--- src/rtl/gat_pkg.sv ---
// Shared GAT accelerator definitions: feature BRAM geometry and readout FSM states.
package gat_pkg;

  localparam int NEW_FEATURE_NODES = 2708;
  localparam int NEW_FEATURE_DIM   = 16;
  localparam int NEW_FEATURE_DEPTH = NEW_FEATURE_NODES * NEW_FEATURE_DIM;
  localparam int NEW_FEATURE_WIDTH = 32;
  localparam int BYTE_ADDR_SHIFT   = 2;

  typedef enum logic [2:0] {
    ST_IDLE,
    ST_WAIT_RDY,
    ST_READ,
    ST_DRAIN,
    ST_FINISH
  } feat_rd_state_t;

endpackage

--- src/rtl/gat_sync_fifo.sv ---
// Synchronous FIFO with first-word-fall-through head and registered occupancy count.
module gat_sync_fifo #(
  parameter int WIDTH = 32,
  parameter int DEPTH = 4,
  localparam int PW = (DEPTH > 1) ? $clog2(DEPTH) : 1,
  localparam int CW = $clog2(DEPTH + 1)
) (
  input  logic             clk,
  input  logic             rst_n,
  input  logic             push,
  input  logic [WIDTH-1:0] din,
  input  logic             pop,
  output logic [WIDTH-1:0] dout,
  output logic             empty,
  output logic             full,
  output logic [CW-1:0]    count
);

  logic [WIDTH-1:0] mem [DEPTH];
  logic [PW-1:0]    wr_ptr, rd_ptr;
  logic             do_push, do_pop;

  function automatic logic [PW-1:0] nxt(input logic [PW-1:0] p);
    return (p == PW'(DEPTH - 1)) ? '0 : p + 1'b1;
  endfunction

  assign empty   = (count == '0);
  assign full    = (count == CW'(DEPTH));
  assign do_push = push & ~full;
  assign do_pop  = pop & ~empty;
  assign dout    = mem[rd_ptr];

  // Storage is cleared on reset so the head reads zero until the first push.
  always_ff @(posedge clk) begin
    if (!rst_n) begin
      wr_ptr <= '0;
      rd_ptr <= '0;
      count  <= '0;
      for (int i = 0; i < DEPTH; i++) mem[i] <= '0;
    end else begin
      if (do_push) begin
        mem[wr_ptr] <= din;
        wr_ptr      <= nxt(wr_ptr);
      end
      if (do_pop) rd_ptr <= nxt(rd_ptr);
      case ({do_push, do_pop})
        2'b10:   count <= count + 1'b1;
        2'b01:   count <= count - 1'b1;
        default: ;
      endcase
    end
  end

endmodule

--- src/rtl/gat_feat_streamer.sv ---
// Walks the new-feature BRAM (port B) after gat_ready and streams the words out
// as valid/ready with a last marker, hiding the fixed BRAM read latency.
module gat_feat_streamer #(
  parameter int NEW_FEATURE_WIDTH  = gat_pkg::NEW_FEATURE_WIDTH,
  parameter int NEW_FEATURE_DEPTH  = gat_pkg::NEW_FEATURE_DEPTH,
  parameter int NEW_FEATURE_ADDR_W = $clog2(NEW_FEATURE_DEPTH),
  parameter int BRAM_RD_LATENCY    = 2,
  parameter int FIFO_DEPTH         = 4
) (
  input  logic                          clk,
  input  logic                          rst_n,
  input  logic                          start,
  input  logic [NEW_FEATURE_ADDR_W:0]   num_words,
  input  logic                          gat_ready,
  output logic [NEW_FEATURE_ADDR_W+1:0] feat_bram_addrb,
  input  logic [NEW_FEATURE_WIDTH-1:0]  feat_bram_dout,
  output logic [NEW_FEATURE_WIDTH-1:0]  m_tdata,
  output logic                          m_tvalid,
  input  logic                          m_tready,
  output logic                          m_tlast,
  output logic                          busy,
  output logic                          done
);
  import gat_pkg::*;

  localparam int AW = NEW_FEATURE_ADDR_W;
  localparam int L  = BRAM_RD_LATENCY;
  localparam int CW = $clog2(FIFO_DEPTH + 1);

  feat_rd_state_t state;
  logic [AW:0]    total, rd_idx, num_sat;
  logic [AW+1:0]  addr_q, issue_addr;
  logic [L:1]     vld_pipe, last_pipe;
  logic [CW-1:0]  inflight, fifo_count;
  logic [CW:0]    credit;
  logic           fifo_empty, fifo_full, issue, pop, rd_last, last_seen;

  assign num_sat = (num_words > (AW+1)'(NEW_FEATURE_DEPTH)) ? (AW+1)'(NEW_FEATURE_DEPTH) : num_words;

  // Reads in flight plus buffered words never exceed the FIFO, so a push always fits.
  assign credit     = (CW+1)'(inflight) + (CW+1)'(fifo_count);
  assign issue      = (state == ST_READ) && (credit < (CW+1)'(FIFO_DEPTH)) && !fifo_full;
  assign rd_last    = (rd_idx == total - 1'b1);
  assign issue_addr = (AW+2)'(rd_idx[AW-1:0]) << BYTE_ADDR_SHIFT;

  // The address is presented in the issue cycle itself and held otherwise.
  assign feat_bram_addrb = issue ? issue_addr : addr_q;

  assign m_tvalid = !fifo_empty;
  assign pop      = m_tvalid & m_tready;
  assign busy     = (state != ST_IDLE);
  assign done     = (state == ST_FINISH);

  always_ff @(posedge clk) begin
    if (!rst_n) begin
      state     <= ST_IDLE;
      total     <= '0;
      rd_idx    <= '0;
      addr_q    <= '0;
      vld_pipe  <= '0;
      last_pipe <= '0;
      inflight  <= '0;
      last_seen <= 1'b0;
    end else begin
      vld_pipe[1]  <= issue;
      last_pipe[1] <= issue & rd_last;
      for (int k = 2; k <= L; k++) begin
        vld_pipe[k]  <= vld_pipe[k-1];
        last_pipe[k] <= last_pipe[k-1];
      end

      case ({issue, vld_pipe[L]})
        2'b10:   inflight <= inflight + 1'b1;
        2'b01:   inflight <= inflight - 1'b1;
        default: ;
      endcase

      if (issue) begin
        addr_q <= issue_addr;
        rd_idx <= rd_idx + 1'b1;
      end
      if (pop && m_tlast) last_seen <= 1'b1;

      case (state)
        ST_IDLE: if (start) begin
          total     <= num_sat;
          rd_idx    <= '0;
          last_seen <= 1'b0;
          state     <= ST_WAIT_RDY;
        end
        ST_WAIT_RDY: if (gat_ready) state <= (total == '0) ? ST_FINISH : ST_READ;
        ST_READ:     if (issue && rd_last) state <= ST_DRAIN;
        ST_DRAIN:    if (fifo_empty && inflight == '0 && last_seen) state <= ST_FINISH;
        ST_FINISH:   state <= ST_IDLE;
        default:     state <= ST_IDLE;
      endcase
    end
  end

  gat_sync_fifo #(
    .WIDTH (NEW_FEATURE_WIDTH + 1),
    .DEPTH (FIFO_DEPTH)
  ) u_fifo (
    .clk   (clk),
    .rst_n (rst_n),
    .push  (vld_pipe[L]),
    .din   ({last_pipe[L], feat_bram_dout}),
    .pop   (pop),
    .dout  ({m_tlast, m_tdata}),
    .empty (fifo_empty),
    .full  (fifo_full),
    .count (fifo_count)
  );

endmodule
--- config.mk ---
export PLATFORM = sky130hd
export DESIGN_NAME = gat_feat_streamer
export DESIGN_NICKNAME = d
export VERILOG_FILES = /design/src/rtl/gat_pkg.sv /design/src/rtl/gat_sync_fifo.sv /design/src/rtl/gat_feat_streamer.sv
export SDC_FILE = /design/constraint.sdc
export NUM_CORES = 1
export LEC_CHECK = 0
export ABC_AREA = 1
export CAP_MARGIN = 10
export CORE_MARGIN = 3
export CORE_UTILIZATION = 57
export DETAILED_ROUTE_END_ITERATION = 8
export PLACE_DENSITY = 0.87
export SLEW_MARGIN = 20
export SYNTH_ARGS = -nofsm -noshare
export SYNTH_HDL_FRONTEND = slang
export SYNTH_HIERARCHICAL = 1
export SYNTH_SLANG_ARGS = --single-unit
--- constraint.sdc ---
create_clock -name clk -period 5.3 [get_ports clk]
set_input_delay 1.06 -clock clk [delete_from_list [all_inputs] [get_ports clk]]
set_output_delay 1.06 -clock clk [all_outputs]
set_load 0.005 [all_outputs]
Word level (Yosys, flattened, before mapping). Memory sizes are Yosys's and may differ from the RTL's. A register that Yosys moved wholly into a read port is not among the register bits. Index checks and enable logic that the tools add are counted. W data, S select, Z words.

Memory bits (writable): 132. Input bits: 54. Memories kept: 1. Bits in registers: 70. Word-level logic and storage cells: 90.

Memory list: u_fifo.mem (words 4, width 33, read ports 1, clocked after Yosys merged registers in 1, write ports 4, line gat_sync_fifo.sv:19) `logic [WIDTH-1:0] mem [DEPTH];`.

Magnitude comparators: 2. Equal/unequal tests: 16. Reductions and logical operators: 18. Add/subtract/negate cells: 9. Bitwise operators: 6. Muxes and demuxes: 27.

Operators by type and width (count): $mux W17 (4); $mux W33 (1); $reduce_or A33 Y1 (1); $mux W18 (1); $add A17 B1 Y17 const B (1); $eq A17 B17 Y1 (1); $gt A17 B16 Y1 const B (1); $logic_not A17 Y1 (1); $sub A17 B1 Y17 const B (1); $mux W3 (5); $pmux W3 S2 (2); $pmux W3 S4 (1); $mux W2 (5); $logic_not A3 Y1 (3); $eq A2 B2 Y1 const B (4); $mux W1 (8); $add A3 B1 Y3 const B (2); $eq A3 B2 Y1 const B (2); $eq A3 B3 Y1 const B (2); $logic_and A1 B1 Y1 (6); $ne A2 B2 Y1 const B (3); $sub A3 B1 Y3 const B (2); $add A2 B1 Y2 const B (2); $add A3 B3 Y4 (1); other kinds (11) (18).

Logic depth before layout (Yosys ltp). Gate-level depths: netlist of run 1.

Depth after elaboration: 8. Mapped depth: 16. Mapped depth without buffers: 16.

Hierarchy. The synthesis of run 1 kept the hierarchy.

Modules (own cells, without submodules): gat_sync_fifo (cells each 569, sequential area each 4144.0 um2, area each 6581.3 um2, instances 1); gat_feat_streamer (cells each 486, sequential area each 1261.2 um2, area each 3314.4 um2, instances 1).

Worst setup path before layout of run 1. OpenSTA, ideal clock, no wires.

Kind: input to register. From: input rst_n. To: memory u_fifo/mem[1][0] (netlist name) (enable). Arrival: 3611 ps. Cell stages on the path: 2. Data required time: 4831 ps. Slack: 1220 ps. Cells stage by stage: nand4_4 -> o21ai_0.

RTL lines: start: declaration (line gat_feat_streamer.sv:11) `input logic rst_n,`; end: declaration (line gat_sync_fifo.sv:19).

==> flow_summary.toml, run 1 <==
[outcome]
status = "finished, final reports clean"

[routing]
routed_via_density = 5.60
wl_um = 22400
routed-via-count = 7723
drt_first_pass_iters = 4
drc = 0
drtIter0Drc = 571
wl_per_cell_um = 16.2
ant_nets = 0

[run]
cap_viol_max_count = 0

[logic_synthesis]
synth_nets = 1119
ys_ff_latch = 204
syn_inst = 1055
ys_seq_area_frac = 0.546
yosys.cell_types.count = 43
postSynthAreaPerCell_um2 = 9.38
netlist_area_um2 = 9900
synth-edff-count = 132
yosys_warnings = 6
synth-async-reset-ratio = 0
synth-main-ff-cell = "edfxtp_1"

[grt]
grt_pass1_vias = 7448
antenna_found_initial = 0
overflow = 0
grt_usage = 0.234
grt_max_degree = 68
grt_first_pass_wirelength_um = 35700

[worst_setup_path]
arrival_ns = 3.10
cp_slowest_cell = "inv_1"
required_ns = 4.24
path_class = "flop to primary output"
cp_top_family = "buffers and inverters"
startpoint_type = "flop"
cpPeakStageDelay_ns = 0.78
path_cells = "buf_4 > inv_1 > buf_4 > o21ai_0 > o22ai_1 > clkdlybuf4s50_1"
path_buf_inv = 4
path_max_fanout = 67
worstSetupEndpointType = "primary output"
worst_path_most_repeated_cell = "buf_4"

[clock_network]
numCtsBuffers = 21
cts-root-buf = "clkbuf_16"
post_cts_buffers = 0
hold_buffers = 0
path_clk_slew_ns = 0.06
clock_latency_ns = 0.48
cts.sinks = 204
clockBufferDepth = 3
cts_tree = "done"
ctsResizeCount = 0
htreeDepth = 1

[sta]
drv_slew = 0
rsz0062_at_grt = "no"
finalCritPeriodShare = 0.785
max_freq_ghz = 0.240
finalHoldViolCount = 0
tightest_slew_ns = 0.988
period_needed_ns = 4.16
slew_headroom = 0.341
final.setup.tns_ns = 0
finalSetupViolCount = 0
skew_ns = 0.00801

[floorplan]
dieArea_um2 = 19000
pin_count = 108
num_rows = 47
initial_core_util = 0.590
coreArea_um2 = 16800
die_h_um = 138
chipWidth_um = 138

[min_path]
min-delay-path-class = "flop to flop"

[place]
gp_congestion = 0.912
port_buffers = 107
hpwl_um = 14600

[pwr]
ir_drop_mv = 0.232
combPwrFrac = 0.203
p_int_mw = 3.00
netSwitchingFraction = 0.270
power_frac_seq = 0.456
p_leak_nw = 4.65
clkPwrFrac = 0.341
power_switching_mw = 1.11
powerDensity_nw_per_um2 = 350

[cells_and_area]
final_common_cell = "nor2_1"
final_cell_mix = "nor2_1 (190), edfxtp_1 (132), o21ai_0 (108)"
nFillCells = 1219
seqCellArea_um2 = 5410
drive_above_1_share = 0.136
multi_input_area_um2 = 3750
n_antenna_cell = 0
layout-area-overhead-vs-synth_pct = 18.6
fin_util = 0.700
nets = 1209
==> flip-flops by register name (all words and copies together), names as in the netlist, 3 cells and up, named ones only <==
name,flops
u_fifo/count,3
state,3
addr_q,18
inflight,3
u_fifo/mem,132
rd_idx,17
total,17
==> cell families after synthesis <==
kind of cell | count (synthesis) | synth area share
xor gates and xnor gates | 17 | 0.0192
and+or+nand+nor | 468 | 0.246
DFF | 204 | 0.546
AOI/OAI and AO/OA | 181 | 0.0975
adders and majority gates | 10 | 0.0142
buffers and inverters | 175 | 0.0773
==> final timing paths <==
path	from	endpoint	slack, ns	cells past startpoint
worst min register to register	last_pipe[1]$_SDFF_PN0_	last_pipe[2]$_SDFF_PN0_	0.42	2
worst min-delay path	last_pipe[1]$_SDFF_PN0_	last_pipe[2]$_SDFF_PN0_	0.42	2
worst max-delay path	flop	m_tdata[1]	1.14	6
worst max register to register	u_fifo/wr_ptr[0]$_SDFFE_PN0P_	u_fifo/mem[2][27]$_SDFFCE_PN0P_	2.24	4
==> routing by layer <==
metal	up-vias	global-route usage	routed length (um)
met2	328	0.409	11100
met4	0	0.0895	624
met3	53	0.0329	1720
met1	3605	0.295	8930
met5	-	0	0
li1	3737	-	-
==> layout make-up <==
type,instances,area share
sequential,204,0.461
multi-input combinational,676,0.319
timing repair buffer,125,0.104
clock buffer,29,0.0473
inverter,117,0.0375
tap,220,0.0234
clock inverter,8,0.00746
==> cell usage after synthesis, types with 2 or more instances <==
library cell	count	share of area
nor2_1	191	0.072
edfxtp_1	132	0.40
o21ai_0	109	0.055
inv_1	104	0.039
nand2_1	102	0.039
dfxtp_1	72	0.15
nor3_2	70	0.071
nor3_1	41	0.021
o22ai_1	33	0.021
nand3_1	31	0.016
a21oi_1	26	0.013
clkbuf_1	22	0.0083
buf_2	21	0.011
xor2_1	12	0.011
inv_2	11	0.0042
buf_6	10	0.011
or2_2	10	0.0063
ha_1	8	0.010
o21ai_1	7	0.0035
nand4_1	6	0.0038
buf_1	3	0.0011
nand3_2	3	0.0030
nor2_2	3	0.0019
xnor3_1	3	0.0068
and2_1	2	0.0013
fa_1	2	0.0040
nand2_2	2	0.0013
nand4_4	2	0.0043
nor2_4	2	0.0023
xnor2_1	2	0.0018
==> power groups by stage <==
stage | logic (mW) | registers, mW | clock network, mW
after floorplan | 0.521 | 1.89 | 0
after global placement | 0.803 | 1.90 | 0
after detailed placement | 0.826 | 1.91 | 0
after CTS | 0.834 | 1.88 | 1.42
after global routing | 0.937 | 1.89 | 1.48
final | 0.834 | 1.88 | 1.40
==> worst min-delay path: stages, from the launching register on <==
cell and delay, ns:
dfxtp_1 0.31, nand2_1 0.04, inv_1 0.04
==> per-stage QoR <==
step / hold slack (ns) / power (mW) / setup WS (ns) / area (um2) / instances
floorplan: 0.390 / 2.41 / 1.22 / 9900 / 1055
global placement: 0.394 / 2.71 / 1.41 / 11100 / 1341
detailed placement: 0.396 / 2.73 / 1.38 / 11100 / 1341
CTS: 0.417 / 4.13 / 1.12 / 11700 / 1378
global route: 0.440 / 4.30 / 0.901 / 11700 / 1379
finish: 0.417 / 4.11 / 1.14 / 11700 / 1379
No activity file was read; power rests on OpenSTA's default activity.
==> inputs of run 2 (changes only) <==
--- a/config.mk
+++ b/config.mk
@@ -8,9 +8,9 @@
 export ABC_AREA = 1
 export CAP_MARGIN = 10
 export CORE_MARGIN = 3
-export CORE_UTILIZATION = 57
+export CORE_UTILIZATION = 51
 export DETAILED_ROUTE_END_ITERATION = 8
-export PLACE_DENSITY = 0.87
+export PLACE_DENSITY = 0.83
 export SLEW_MARGIN = 20
 export SYNTH_ARGS = -nofsm -noshare
 export SYNTH_HDL_FRONTEND = slang
==> constraint.sdc (replaced) <==
create_clock -name clk -period 3.45 [get_ports clk]
set_input_delay 0.69 -clock clk [delete_from_list [all_inputs] [get_ports clk]]
set_output_delay 0.69 -clock clk [all_outputs]
set_load 0.005 [all_outputs]
==> run 2 against run 1 <==
Effect of this change:
- cell count grew 3.6%
- flip-flop and latch count stayed put
- critical endpoint is now m_tdata[21]
- first-iteration DRC count is 1.2% higher
- highest routed layer unchanged
- non-clock buffer count grew 6
- clock power increased by 59%
- hold slack worse by 0.0013 ns
- die area up 11%
- sequential share of layout area decreased by 0.69 points
- routed wire length up 5.4%
==> flow_summary.toml, run 2 (synthesized netlist as in run 1, its figures left out) <==
[grt]
overflow = 0
antenna_found_initial = 0
grt_first_pass_wirelength_um = 38300
grt_max_degree = 67
grt_pass1_vias = 7824
grt_usage = 0.218

[place]
port_buffers = 107
hpwl_um = 15000
place_area_um2 = 11200
gp_congestion = 0.845
dp.cells = 1388

[worst_setup_path]
startpoint_type = "flop"
rr_worst_depth = 14
worstSetupEndpointType = "primary output"
path_class = "flop to primary output"
reg2reg_from = "u_fifo/count[1]$_SDFFE_PN0P_"
reg2reg_setup_slack_ns = 0.99
arrival_ns = 2.55
path_max_fanout = 23
required_ns = 2.76
r2r_end = "inflight[2]$_SDFFE_PN0P_"

[pwr]
powerDensity_nw_per_um2 = 537
p_leak_nw = 4.71
power_mw = 6.39
ir_drop_mv = 0.377

[cells_and_area]
n_antenna_cell = 0
final_common_cell = "nor2_1"
largest_reg_flops = 132
stdcell_area_um2 = 11900
nets = 1216
layout-area-overhead-vs-synth_pct = 20.4
nFillCells = 1522
largestRegisters = "u_fifo/mem x132, addr_q x18"
fin_cells = 1428
drive_above_1_share = 0.144
final_cell_mix = "nor2_1 (190), edfxtp_1 (132), o21ai_0 (108)"
top_register = "u_fifo/mem"

[sta]
skew_ns = 0.0160
drv_slew = 0
period_needed_ns = 3.24
final.setup.tns_ns = 0
finalCritPeriodShare = 0.940
rsz0062_at_grt = "no"
finalHoldViolCount = 0
tightest_slew_ns = 0.817
slew_headroom = 0.455
finalSetupViolCount = 0
max_freq_ghz = 0.308

[clock_network]
cts-root-buf = "clkbuf_16"
post_cts_buffers = 0
cts_tree = "done"
numCtsBuffers = 22
clock_latency_ns = 0.51
hold_buffers = 0
path_clk_slew_ns = 0.06
cts.sinks = 204
htreeDepth = 1
ctsResizeCount = 0
clockBufferDepth = 3

[routing]
ant_nets = 0
routed_via_density = 5.45
wl_per_cell_um = 16.5
wl_um = 23600
drc = 0
drt_first_pass_iters = 5
routed-via-count = 7784
drtIter0Drc = 578

[min_path]
hold_end = "last_pipe[2]$_SDFF_PN0_"
whs_path_depth = 2
hold_path.startpoint = "last_pipe[1]$_SDFF_PN0_"
min-delay-path-class = "flop to flop"

[run]
cap_viol_max_count = 0

[floorplan]
coreArea_um2 = 18900
chipWidth_um = 145
pin_count = 108
num_rows = 50
dieArea_um2 = 21100
die_h_um = 145
initial_core_util = 0.524

[outcome]
status = "finished, final reports clean"
run 2: critical path, stage by stage (launching register included):
cell and delay, ns:
dfxtp_1 0.67, buf_4 0.38, o21ai_0 0.14, o22ai_1 0.31, clkdlybuf4s50_1 0.56
run 2: cell type report:
class / count / area, um2 / area share
clock inverter: 10 / 86.3 / 0.00724
timing repair buffer: 131 / 1310 / 0.110
clock buffer: 30 / 591 / 0.0496
multi-input combinational: 676 / 3760 / 0.315
inverter: 117 / 445 / 0.0374
tap: 260 / 325 / 0.0273
sequential: 204 / 5410 / 0.454
run 2: through the flow:
step	util	hold WS [ns]	setup slack [ns]
CTS	0.630	0.419	0.0917
detailed placement	0.594	0.406	0.632
finish	0.631	0.415	0.207
global route	0.631	0.445	0.0347
global placement	0.594	0.402	0.688
floorplan	-	0.390	0.465
run 2: report_power, final:
part	internal [mW]	switching [mW]
Clock	1.28	0.935
Combinational	0.558	0.741
Sequential	2.79	0.0935
run 2: worst max path at each step:
stage / endpoint / slack (ns) / depth (start not counted)
after CTS: feat_bram_addrb[5] / 0.09 / 9
after global placement: feat_bram_addrb[14] / 0.69 / 11
after floorplan: u_fifo/mem[0][0]$_SDFFCE_PN0P_ / 0.47 / 3
final: m_tdata[21] / 0.21 / 4
after global routing: feat_bram_addrb[5] / 0.03 / 11
after detailed placement: feat_bram_addrb[10] / 0.63 / 9
run 2: routing by layer:
metal / track usage / share of wire
met3: 0.0375 / 0.066
met1: 0.267 / 0.40
met2: 0.393 / 0.52
met4: 0.0674 / 0.020
met5: 0 / 0
==> inputs of run 3 (changes only) <==
--- a/config.mk
+++ b/config.mk
@@ -8,9 +8,9 @@
 export ABC_AREA = 1
 export CAP_MARGIN = 10
 export CORE_MARGIN = 3
-export CORE_UTILIZATION = 51
+export CORE_UTILIZATION = 61
 export DETAILED_ROUTE_END_ITERATION = 8
-export PLACE_DENSITY = 0.83
+export PLACE_DENSITY = 0.85
 export SLEW_MARGIN = 20
 export SYNTH_ARGS = -nofsm -noshare
 export SYNTH_HDL_FRONTEND = slang
==> constraint.sdc (replaced) <==
create_clock -name clk -period 3.9 [get_ports clk]
set_input_delay 0.78 -clock clk [delete_from_list [all_inputs] [get_ports clk]]
set_output_delay 0.78 -clock clk [all_outputs]
set_load 0.005 [all_outputs]
==> run 3 against run 2 <==
Effect of this change:
- routed wire length about the same
- register-to-register slack improved by 0.16 ns
- clock-buffer cell count decreased by 2
- sequential power fell by 11%
- setup slack gained 0.13 ns
- design area fell by 0.76%
- flip-flop and latch count unchanged
- critical path type unchanged
- largest cell class unchanged
==> flow_summary.toml, run 3 (synthesized netlist as in run 1, its figures left out) <==
[worst_setup_path]
path_class = "flop to primary output"
startpoint_type = "flop"
required_ns = 3.12
arrival_ns = 2.79
rr_worst_depth = 4
path_max_fanout = 25
worstSetupEndpointType = "primary output"

[clock_network]
path_clk_slew_ns = 0.06
post_cts_buffers = 0
numCtsBuffers = 22
cts.sinks = 204
ctsResizeCount = 0
clockBufferDepth = 3
htreeDepth = 1
clock_latency_ns = 0.49
cts_tree = "done"
cts-root-buf = "clkbuf_16"
hold_buffers = 0

[grt]
grt_first_pass_wirelength_um = 38400
grt_usage = 0.263
grt_max_degree = 43
grt_pass1_vias = 7726
antenna_found_initial = 0
overflow = 0

[sta]
skew_ns = 0.0127
finalSetupViolCount = 0
finalHoldViolCount = 0
max_freq_ghz = 0.280
drv_slew = 0
finalCritPeriodShare = 0.915
tightest_slew_ns = 0.889
slew_headroom = 0.407
final.setup.tns_ns = 0
period_needed_ns = 3.57
layout_setup_ws_ns = 0.332
rsz0062_at_grt = "no"

[run]
cap_viol_max_count = 0

[pwr]
ir_drop_mv = 0.384
powerDensity_nw_per_um2 = 479
p_leak_nw = 4.70

[cells_and_area]
final_cell_mix = "nor2_1 (190), edfxtp_1 (132), o21ai_0 (108)"
drive_above_1_share = 0.142
final_common_cell = "nor2_1"
largest_reg_flops = 132
nFillCells = 1016
largestRegisters = "u_fifo/mem x132, addr_q x18"
n_antenna_cell = 0
layout-area-overhead-vs-synth_pct = 19.5
top_register = "u_fifo/mem"
nets = 1211

[floorplan]
pin_count = 108
num_rows = 45
chipWidth_um = 133
initial_core_util = 0.637
coreArea_um2 = 15500
dieArea_um2 = 17800
die_h_um = 133

[place]
port_buffers = 107
hpwl_um = 14400
gp_congestion = 0.910
place_ws_ns = 0.757

[routing]
wl_per_cell_um = 17.2
ant_nets = 0
drc = 0
routed-via-count = 7846
routed_via_density = 5.71
drt_first_pass_iters = 5
drtIter0Drc = 733
wl_um = 23600

[min_path]
whs_path_depth = 2
min-delay-path-class = "flop to flop"

[outcome]
status = "finished, final reports clean"
==> run 3: changes by cell type in the layout (fill, tap and decap cells not counted) <==
cell	before	now
nand2_1	101	102
inv_6	2	0
clkinvlp_4	0	1
clkinv_2	5	6
buf_6	1	0
clkbuf_1	7	3
clkinv_4	0	1
clkinv_8	1	0
clkbuf_16	22	23
buf_4	19	15
clkbuf_8	1	2
nand2_2	3	2
inv_2	10	11
==> run 3: per-layer routing <==
layer / up-vias / global-route usage / routed length, um
met5: - / 0 / 0
li1: 3750 / - / -
met1: 3702 / 0.330 / 9280
met2: 340 / 0.467 / 12000
met4: 0 / 0.0931 / 617
met3: 54 / 0.0374 / 1690
==> run 3: worst max-delay path, cell delays in order (launching register included) <==
cell             delay, ns
dfxtp_1               0.40
nor2_2                0.07
nand2_2               0.18
inv_1                 0.07
nor2_1                0.12
and2_1                0.16
nand2_1               0.09
inv_2                 0.32
or2_2                 0.18
o21ai_0               0.11
inv_1                 0.09
clkdlybuf4s50_1       0.50
==> run 3: per-stage QoR <==
step / instance area [um2] / util / power (mW) / hold WS [ns] / cells
CTS: 11800 / 0.761 / 5.69 / 0.424 / 1373
global route: 11800 / 0.761 / 5.93 / 0.458 / 1373
global placement: 11100 / 0.716 / 3.68 / 0.394 / 1334
finish: 11800 / 0.761 / 5.67 / 0.423 / 1373
detailed placement: 11100 / 0.716 / 3.71 / 0.404 / 1334
floorplan: 9900 / - / 3.28 / 0.390 / 1055
==> run 3: where the power goes <==
part | internal, mW | switching, mW
Combinational | 0.487 | 0.656
Clock | 1.18 | 0.802
Sequential | 2.47 | 0.0836
Total | 4.13 | 1.54
==> run 3: final cells by class <==
cell class	instances	area, um2	share of cell area
clock buffer	28	614	0.0519
clock inverter	11	82.6	0.00698
inverter	117	440	0.0372
multi-input combinational	676	3750	0.317
sequential	204	5410	0.457
tap	211	264	0.0223
timing repair buffer	126	1260	0.107
==> run 3: worst paths after layout <==
| kind | from | end | slack [ns] |
|---|---|---|---|
| min reg2reg | last_pipe[1]$_SDFF_PN0_ | last_pipe[2]$_SDFF_PN0_ | 0.42 |
| max | u_fifo/count[1]$_SDFFE_PN0P_ | feat_bram_addrb[5] | 0.33 |
| min | last_pipe[1]$_SDFF_PN0_ | last_pipe[2]$_SDFF_PN0_ | 0.42 |
| max reg2reg | u_fifo/wr_ptr[0]$_SDFFE_PN0P_ | u_fifo/mem[2][3]$_SDFFCE_PN0P_ | 1.15 |
